### src/rtl/stopwatch_pkg.sv
// Shared definitions for the stopwatch slice: BCD digit type, the active-low
// seven-segment glyph constants ({g,f,e,d,c,b,a}, 0 = segment lit) and the
// system clock frequency.
package stopwatch_pkg;

    typedef logic [3:0] bcd_t;
    typedef logic [6:0] seg_t;

    localparam int unsigned CLK_HZ = 100_000_000;

    localparam seg_t SEG_0    = 7'b1000000;
    localparam seg_t SEG_1    = 7'b1111001;
    localparam seg_t SEG_2    = 7'b0100100;
    localparam seg_t SEG_3    = 7'b0110000;
    localparam seg_t SEG_4    = 7'b0011001;
    localparam seg_t SEG_5    = 7'b0010010;
    localparam seg_t SEG_6    = 7'b0000010;
    localparam seg_t SEG_7    = 7'b1111000;
    localparam seg_t SEG_8    = 7'b0000000;
    localparam seg_t SEG_9    = 7'b0010000;
    localparam seg_t SEG_DASH = 7'b0111111;
    localparam seg_t SEG_OFF  = 7'b1111111;

endpackage

### src/rtl/sevenseg_scan_if.sv
// Digit/display bundle for sevenseg_scan.
//   d0..d3 : BCD digits (tenths, seconds, tens of seconds, minutes)
//   an     : anode enables, active low, an[3] = leftmost digit
//   seg    : segment cathodes, active low, seg[0]=a .. seg[6]=g
//   dp     : decimal point cathode, active low
// master = digit source / display side, slave = the scanner.
interface sevenseg_scan_if;
    import stopwatch_pkg::*;

    bcd_t       d0;
    bcd_t       d1;
    bcd_t       d2;
    bcd_t       d3;
    logic [3:0] an;
    seg_t       seg;
    logic       dp;

    modport master (output d0, d1, d2, d3, input an, seg, dp);
    modport slave  (input d0, d1, d2, d3, output an, seg, dp);

endinterface

### src/rtl/sevenseg_scan_bcd_to_7seg.sv
// Pure combinational BCD to active-low seven-segment decoder.
//   bcd : input digit
//   seg : active-low segments {g..a}; values 10-15 render as a dash
module bcd_to_7seg
    import stopwatch_pkg::*;
(
    input  bcd_t bcd,
    output seg_t seg
);

    always_comb begin
        seg = SEG_DASH;
        case (bcd)
            4'd0:    seg = SEG_0;
            4'd1:    seg = SEG_1;
            4'd2:    seg = SEG_2;
            4'd3:    seg = SEG_3;
            4'd4:    seg = SEG_4;
            4'd5:    seg = SEG_5;
            4'd6:    seg = SEG_6;
            4'd7:    seg = SEG_7;
            4'd8:    seg = SEG_8;
            4'd9:    seg = SEG_9;
            default: seg = SEG_DASH;
        endcase
    end

endmodule

### src/rtl/sevenseg_scan.sv
// Four-digit time-multiplexed driver for a common-anode seven-segment display.
//   clk   : system clock
//   reset : asynchronous, active-high
//   bus   : digits in, active-low an/seg/dp out (see sevenseg_scan_if)
// Each digit owns REFRESH_DIV cycles; the first BLANK_CYCLES of a slot keep
// all anodes off to prevent ghosting. Digits are captured as a whole frame
// at each scan wrap so a display never mixes old and new values.
module sevenseg_scan
    import stopwatch_pkg::*;
#(
    parameter int unsigned REFRESH_DIV  = 100000,
    parameter int unsigned BLANK_CYCLES = 1000,
    parameter logic [3:0]  DP_MASK      = 4'b1010,
    parameter bit          LZ_BLANK     = 1'b0
) (
    input  logic           clk,
    input  logic           reset,
    sevenseg_scan_if.slave bus
);

    localparam int unsigned   PW        = $clog2(REFRESH_DIV);
    localparam logic [PW-1:0] TC_VAL    = PW'(REFRESH_DIV - 1);
    localparam logic [PW-1:0] BLANK_VAL = PW'(BLANK_CYCLES);

    logic [PW-1:0] presc;
    logic [1:0]    idx;
    bcd_t          shadow [4];
    logic          frame_valid;
    logic          tc;
    bcd_t          cur_digit;
    seg_t          cur_seg;
    logic [3:0]    an_next;

    assign tc = (presc == TC_VAL);

    always_ff @(posedge clk or posedge reset) begin
        if (reset) begin
            presc       <= '0;
            idx         <= '0;
            frame_valid <= 1'b0;
            for (int unsigned i = 0; i < 4; i++) begin
                shadow[i] <= '0;
            end
        end else if (tc) begin
            presc <= '0;
            idx   <= idx + 2'd1;
            if (idx == 2'd3) begin
                shadow[0]   <= bus.d0;
                shadow[1]   <= bus.d1;
                shadow[2]   <= bus.d2;
                shadow[3]   <= bus.d3;
                frame_valid <= 1'b1;
            end
        end else begin
            presc <= presc + PW'(1);
        end
    end

    assign cur_digit = shadow[idx];

    bcd_to_7seg u_dec (
        .bcd (cur_digit),
        .seg (cur_seg)
    );

    always_comb begin
        an_next = '1;
        if (presc >= BLANK_VAL &&
            !(LZ_BLANK && idx == 2'd3 && cur_digit == 4'd0)) begin
            an_next = ~(4'b0001 << idx);
        end
    end

    // The display stays dark until the first frame has been captured, so
    // the zeroed shadow digits after reset are never shown.
    always_ff @(posedge clk or posedge reset) begin
        if (reset) begin
            bus.an  <= '1;
            bus.seg <= SEG_OFF;
            bus.dp  <= 1'b1;
        end else if (!frame_valid) begin
            bus.an  <= '1;
            bus.seg <= SEG_OFF;
            bus.dp  <= 1'b1;
        end else begin
            bus.an  <= an_next;
            bus.seg <= cur_seg;
            bus.dp  <= ~DP_MASK[idx];
        end
    end

endmodule
### src/flat_wrapper.sv
// flat-port wrapper written by rule: the top's interface ports become plain ports
module sevenseg_scan_flat import stopwatch_pkg::*;
#(
    parameter int unsigned REFRESH_DIV  = 100000,
    parameter int unsigned BLANK_CYCLES = 1000,
    parameter logic [3:0]  DP_MASK      = 4'b1010,
    parameter bit          LZ_BLANK     = 1'b0
)
  (clk, reset, bus_d0, bus_d1, bus_d2, bus_d3, bus_an, bus_seg, bus_dp);
  sevenseg_scan_if bus_i ();
  input  logic clk;
  input  logic reset;
  input wire logic [$bits(bus_i.d0)-1:0] bus_d0;
  input wire logic [$bits(bus_i.d1)-1:0] bus_d1;
  input wire logic [$bits(bus_i.d2)-1:0] bus_d2;
  input wire logic [$bits(bus_i.d3)-1:0] bus_d3;
  output wire logic [$bits(bus_i.an)-1:0] bus_an;
  output wire logic [$bits(bus_i.seg)-1:0] bus_seg;
  output wire logic [$bits(bus_i.dp)-1:0] bus_dp;
  assign bus_i.d0 = bus_d0;
  assign bus_i.d1 = bus_d1;
  assign bus_i.d2 = bus_d2;
  assign bus_i.d3 = bus_d3;
  assign bus_an = bus_i.an;
  assign bus_seg = bus_i.seg;
  assign bus_dp = bus_i.dp;
  sevenseg_scan #(.REFRESH_DIV(REFRESH_DIV), .BLANK_CYCLES(BLANK_CYCLES), .DP_MASK(DP_MASK), .LZ_BLANK(LZ_BLANK)) u_core (.clk(clk), .reset(reset), .bus(bus_i));
endmodule
### config.mk
export PLATFORM = sky130hd
export DESIGN_NAME = sevenseg_scan_flat
export DESIGN_NICKNAME = d
export VERILOG_FILES = /design/src/rtl/stopwatch_pkg.sv /design/src/rtl/sevenseg_scan_if.sv /design/src/rtl/sevenseg_scan_bcd_to_7seg.sv /design/src/rtl/sevenseg_scan.sv /design/src/flat_wrapper.sv
export SDC_FILE = /design/constraint.sdc
export NUM_CORES = 1
export LEC_CHECK = 0
export ABC_AREA = 0
export CORE_ASPECT_RATIO = 0.7
export CORE_MARGIN = 5
export CORE_UTILIZATION = 45
export DETAILED_ROUTE_END_ITERATION = 6
export GPL_ROUTABILITY_DRIVEN = 0
export HOLD_SLACK_MARGIN = 0.02
export PLACE_DENSITY = 0.67
export REMOVE_ABC_BUFFERS = 1
export SETUP_SLACK_MARGIN = 0.4
export SYNTH_ARGS = -nofsm -noshare
export SYNTH_HDL_FRONTEND = slang
export SYNTH_SLANG_ARGS = --single-unit
### constraint.sdc
create_clock -name clk -period 5.6 [get_ports clk]
set_input_delay 0.56 -clock clk [delete_from_list [all_inputs] [get_ports clk]]
set_output_delay 0.56 -clock clk [all_outputs]
set_load 0.005 [all_outputs]
==> results of run 1 <==
==> critical path: stages, from the launching register on <==
cell     delay (ps)
dfrtp_1         560
mux4_2          610
inv_1           140
ha_1            180
inv_1            40
mux2_2          260
mux2i_1         130
nand2_1          70
==> power breakdown <==
group / switching, mW / total (mW) / internal (mW)
clock network: 0.115 / 0.247 / 0.132
logic: 0.0164 / 0.0390 / 0.0227
registers: 0.00344 / 0.356 / 0.353
total: 0.134 / 0.642 / 0.507
==> cells in the final DEF (no fill, tap or decap), types with 2 or more instances in the layout <==
cell type / Yosys / final
xor2_1: 9 / 9
mux2_2: 8 / 8
o21ai_0: 8 / 8
inv_1: 11 / 10
nor2_1: 10 / 10
nor3_1: 3 / 3
xnor2_1: 5 / 5
ha_1: 11 / 11
clkdlybuf4s50_1: 0 / 29
nor2_2: 2 / 2
dfrtp_1: 36 / 36
a21oi_1: 3 / 3
mux2i_1: 4 / 4
nand4_1: 5 / 5
and4_1: 3 / 3
clkbuf_8: 0 / 5
mux4_2: 4 / 4
dfstp_2: 12 / 12
mux2_4: 9 / 9
nand3_1: 9 / 9
nand2_1: 13 / 13
==> metal layers <==
layer | vias to the layer above | global-route usage [%]
met5 | - | 0
met4 | 0 | 7.098
met3 | 6 | 3.579
met2 | 22 | 19.39
met1 | 721 | 19.41
li1 | 690 | -
==> registers in the layout, indices dropped and copies added, names as in the netlist <==
| name | count |
|---|---|
| u_core.bus.an | 4 |
| u_core.bus.dp | 1 |
| u_core.bus.seg | 7 |
| u_core.frame_valid | 1 |
| u_core.idx | 2 |
| u_core.presc | 17 |
| u_core.shadow | 16 |
==> cell families (layout without fill, tap and decap cells) <==
group / after synthesis / after routing
xor+xnor: 14 / 14
simple gates: 54 / 54
compound gates: 14 / 14
buf+inv: 17 / 49
mux: 25 / 25
flops: 48 / 48
fa+ha+maj: 11 / 11
==> Yosys cell counts <==
cell type  number  share of area (%)
nand2b_1        1               0.27
dfstp_2        12                 14
o211ai_1        1               0.33
nor3_1          3               0.65
nand3_4         1               0.76
nand4_1         5                1.4
buf_2           3               0.65
and4_4          1               0.49
or2_2           1               0.27
nor4b_2         1               0.65
mux2_4          9                5.9
nand3_1         9                2.0
clkbuf_1        1               0.16
xor2_1          9                3.4
o21a_1          1               0.33
o21ai_0         8                1.7
nor2_2          2               0.54
mux4_2          4                3.9
xnor2_1         5                1.9
nor4_4          1               0.92
nand2_1        13                2.1
a31oi_1         1               0.27
nor2_1         10                1.6
buf_4           1               0.33
and4_1          3                1.1
dfrtp_1        36                 39
nor2b_1         1               0.27
or3_1           1               0.27
mux2i_1         4                1.7
inv_1          11                1.8
mux2_2          8                3.9
ha_1           11                6.0
a21oi_1         3               0.65
buf_6           1               0.49
and3_1          1               0.27
==> path summary, 6_finish.rpt <==
check                                         endpoint                      startpoint
min reg2reg                u_core.bus.seg[4]$_DFF_PP1_  u_core.frame_valid$_DFFE_PP0P_
min in group asynchronous   u_core.presc[11]$_DFF_PP0_                           reset
max in group asynchronous    u_core.presc[6]$_DFF_PP0_                           reset
max reg2reg                u_core.bus.seg[4]$_DFF_PP1_       u_core.idx[0]$_DFFE_PP0N_
min                        u_core.bus.seg[4]$_DFF_PP1_  u_core.frame_valid$_DFFE_PP0P_
max                        u_core.bus.seg[4]$_DFF_PP1_       u_core.idx[0]$_DFFE_PP0N_
==> layout make-up <==
class	count	area [um2]	share of cell area (%)
Sequential cell	48	1216	44.10
Multi-Input combinational cell	118	1005	36.43
Timing Repair Buffer	30	297.8	10.80
Tap cell	69	86.33	3.131
Clock buffer	5	68.82	2.495
Clock inverter	3	42.54	1.543
Inverter	11	41.29	1.497
==> results.py, run 1 <==
metrics = {
    "layout": {
        "fillers": 399,
        "final_area_um2": 2758,
        "syn2layout_area_growth_pct": 19.91,
        "drive_gt1_share_pct": 22.79,
        "utilization_pct": 56.73,
        "diodes": 0,
        "instances_no_fill": 284,
        "num-nets-final": 243,
    },
    "synthesis": {
        "synth-simple-area-share_pct": 13.60,
        "yosysWarnings": 0,
        "synthCells": 183,
        "synth_xor_area_share_pct": 5.332,
        "synth_mux_area_share_pct": 15.45,
        "synth_compound_area_share_pct": 3.319,
        "netlist_area_um2": 2300,
        "synth_top_family_by_area": "multiplexers",
        "yosys.cell_types.count": 35,
        "synth_adder_area_share_pct": 5.985,
        "ys_seq_area_share_pct": 52.88,
        "ys_ff_latch": 48,
        "synth.avg_cell_area_um2": 12.57,
    },
    "global_routing": {
        "grt-ovfl-total": 0,
        "antenna_found_initial": 0,
        "grt_first_pass_wirelength_um": 7113,
        "grt_max_degree": 49,
        "groute.usage.overall_pct": 13.80,
        "grt_pass1_vias": 1491,
    },
    "setup_path": {
        "crit_fanout": 8,
        "reg2regPathDepth": 7,
        "required_ps": 5840,
        "end_kind": "flop",
        "reg2reg_slack_ps": 3550,
        "path_class": "flop to flop",
        "cp-start-kind": "flop",
        "arrival_ps": 2290,
    },
    "sta": {
        "slew_viol_final": 0,
        "rsz0062_at_grt": "false",
        "relSlewSlack_pct": 60.73,
        "fin_crit_sh_pct": 36.64,
        "hold_slack_ps": 441.7,
        "max_clock_freq_ghz": 0.4874,
        "final.setup.tns_ps": 0,
        "fin_worst_skew_ps": 5.334,
        "tightest_slew_ps": 589.0,
        "layout_setup_ws_ps": 3548,
        "finalSetupViolCount": 0,
        "finalHoldViolCount": 0,
        "min_period_ps": 2052,
    },
    "floorplanning": {
        "die_h_um": 69.81,
        "die_w_um": 95.45,
        "std_cell_rows": 21,
        "initial_core_util_pct": 47.31,
        "io_pins": 30,
        "core_area_um2": 4861,
        "dieArea_um2": 6663,
    },
    "drt": {
        "met3_length_um": 179,
        "antenna_left": 0,
        "drtIter0Drc": 87,
        "highest_layer": "met4",
        "wire_per_inst_um": 14.21,
        "via_per_inst": 5.067,
        "wirelength_um": 4035,
        "route.detailed.drc": 0,
        "wl_met2_um": 1866,
        "vias": 1439,
        "drt-met1-wl_um": 1926,
        "drt-pass1-iter-count": 4,
    },
    "place": {
        "post-place-ws_ps": 3531,
        "port_buffers": 29,
        "dp.final_hpwl_um": 2980,
        "dp_cells": 276,
        "place_area_um2": 2646,
    },
    "cts": {
        "cts_hold_buf": 0,
        "post-cts-setup-buffers": 0,
        "clk-insertion-delay-late_ps": 300,
        "cts_made_buffers": 5,
        "cts.sinks": 48,
        "root_buffer": "clkbuf_8",
        "cts-resized-gates": 0,
        "cts_tree": "yes",
        "htree_levels": 2,
        "path_clk_slew_ps": 90,
        "cts_buffer_depth": 2,
    },
    "min_path": {
        "holdPathStages": 1,
        "hold_path.class": "flop to flop",
    },
    "power_and_ir_drop": {
        "finalPower_mw": 0.6417,
        "leakage_nw": 1.186,
        "powerDensity_nw_per_um2": 232.7,
        "ir_worst_vdd_mv": 0.1145,
    },
    "outcome": {
        "outcome": "finished, final reports clean",
    },
    "job": {
        "cap_violations": 0,
    },
}
No activity file was read; power rests on OpenSTA's default activity.
==> run 2: changes to the inputs <==
clock period = 1.9 ns   (was 5.6 ns; I/O delays follow)
==> results.py, run 2 (same netlist as run 1, synthesis figures left out) <==
metrics = {
    "place": {
        "port_buffers": 29,
        "post-place-ws_ps": -8.456,
        "dp_cells": 287,
        "dp.final_hpwl_um": 3242,
    },
    "drt": {
        "met3_length_um": 241,
        "drt-pass1-iter-count": 4,
        "antenna_left": 0,
        "route.detailed.drc": 0,
        "vias": 1598,
        "highest_layer": "met4",
        "drt-met1-wl_um": 2299,
        "wirelength_um": 5233,
        "drtIter0Drc": 104,
        "wire_per_inst_um": 16.51,
        "wl_met2_um": 2548,
        "via_per_inst": 5.041,
    },
    "global_routing": {
        "grt_pass1_vias": 1721,
        "antenna_found_initial": 0,
        "groute.usage.overall_pct": 16.41,
        "grt_first_pass_wirelength_um": 8500,
        "grt-ovfl-total": 0,
        "grt_max_degree": 49,
    },
    "cts": {
        "cts_tree": "yes",
        "path_clk_slew_ps": 90,
        "cts_hold_buf": 0,
        "cts_made_buffers": 5,
        "cts_buffer_depth": 2,
        "root_buffer": "clkbuf_8",
        "htree_levels": 2,
        "cts.sinks": 48,
        "clk-insertion-delay-late_ps": 300,
    },
    "sta": {
        "slew_viol_final": 0,
        "relSlewSlack_pct": 79.93,
        "finalHoldViolCount": 0,
        "tightest_slew_ps": 301.1,
        "max_clock_freq_ghz": 0.5511,
        "finalSetupViolCount": 0,
        "min_period_ps": 1814,
        "fin_crit_sh_pct": 95.50,
        "rsz0062_at_grt": "true",
        "hold_slack_ps": 232.6,
        "layout_setup_ws_ps": 85.57,
        "fin_worst_skew_ps": 9.167,
    },
    "power_and_ir_drop": {
        "swShare_pct": 21.92,
        "power.switching_mw": 0.3970,
        "p_int_mw": 1.414,
        "seqPwrFrac_pct": 57.9,
        "ir_worst_vdd_mv": 0.4628,
        "p_clk_share_pct": 34.2,
        "leakage_nw": 1.351,
        "powerDensity_nw_per_um2": 569.7,
        "power_frac_comb_pct": 7.9,
    },
    "layout": {
        "utilization_pct": 65.41,
        "syn2layout_area_growth_pct": 38.25,
        "largest_reg_flops": 17,
        "drive_gt1_share_pct": 43.95,
        "layout_commonest_cell": "dfrtp_1",
        "top_register": "u_core.presc",
        "diodes": 0,
        "num-nets-final": 276,
        "final_cell_mix": "dfrtp_1 (34), buf_4 (22), clkdlybuf4s50_1 (17)",
        "instances_no_fill": 317,
        "largest_registers": "u_core.presc x17, u_core.shadow x16, u_core.bus.seg x7",
    },
    "job": {
        "cap_violations": 0,
    },
    "floorplanning": {
        "die_h_um": 69.81,
        "io_pins": 30,
        "die_w_um": 95.45,
        "std_cell_rows": 21,
        "initial_core_util_pct": 47.31,
        "core_area_um2": 4861,
        "dieArea_um2": 6663,
    },
    "setup_path": {
        "required_ps": 2140,
        "arrival_ps": 2050,
        "path_class": "flop to flop",
        "cp-start-kind": "flop",
        "reg2reg_slack_ps": 90,
        "end_kind": "flop",
        "crit_fanout": 4,
    },
    "outcome": {
        "outcome": "finished, final reports clean",
    },
    "min_path": {
        "hold_path.class": "primary input to async pin",
    },
}
## run 2: what timing repair did
item,in CTS,in global routing
pin swaps,12,6
gates cloned,1,0
setup endpoints to repair,49,41
setup buffers,15,6
resized for setup,43,19
## run 2: metal layers
| layer | vias up | track usage, % |
|---|---|---|
| met4 | 0 | 6.309 |
| met3 | 15 | 4.013 |
| li1 | 752 | - |
| met5 | - | 0 |
| met2 | 49 | 26.30 |
| met1 | 782 | 21.27 |
## run 2: through the flow
stage,cell area (um2),power (mW),TNS [ps]
6_report,3179,1.811,0
4_1_cts,3063,1.812,0
3_3_place_gp,2741,1.184,0
5_1_grt,3179,1.871,-3.040
3_5_place_dp,2741,1.191,-8.456
2_1_floorplan,2262,1.129,0
## run 2: worst max-delay path, stage by stage (launching register included)
cell and delay [ps]:
dfrtp_2 430, mux4_2 560, inv_2 110, ha_4 130, inv_1 60, mux2_2 270
mux2i_1 130, nand2_1 60
## run 2: cell type report
type | instances | area [um2]
sequential | 48 | 1219
clock buffer | 6 | 82.58
tap | 69 | 86.33
multi-input combinational | 118 | 1131
timing repair buffer | 63 | 609.3
fill | 345 | 1682
inverter | 11 | 41.29
clock inverter | 2 | 10.01
## run 2: final timing paths
| check | start | to | cells past startpoint |
|---|---|---|---|
| min in group clk | u_core.frame_valid$_DFFE_PP0P_ | u_core.bus.seg[4]$_DFF_PP1_ | 1 |
| worst max-delay path | u_core.idx[0]$_DFFE_PP0N_ | u_core.bus.seg[4]$_DFF_PP1_ | 7 |
| worst max register to register | u_core.idx[0]$_DFFE_PP0N_ | u_core.bus.seg[4]$_DFF_PP1_ | 7 |
| worst min-delay path | reset | u_core.presc[14]$_DFF_PP0_ | 3 |
| max in group asynchronous | reset | u_core.bus.seg[3]$_DFF_PP1_ | 3 |
| worst min register to register | u_core.frame_valid$_DFFE_PP0P_ | u_core.bus.seg[4]$_DFF_PP1_ | 1 |
## run 2: power groups by stage
stage | clock network [mW] | registers [mW] | logic, mW
global route | 0.663 | 1.05 | 0.157
detailed placement | 0 | 1.07 | 0.123
global placement | 0 | 1.07 | 0.118
floorplan | 0 | 1.06 | 0.0653
finish | 0.620 | 1.05 | 0.142
CTS | 0.630 | 1.05 | 0.133
==> run 3: changes to the inputs <==
ABC_CLOCK_PERIOD_IN_PS = 1900   (was unset)
==> results of run 3 <==
No change in the layout: final DEF, timing and power equal those of run 2.
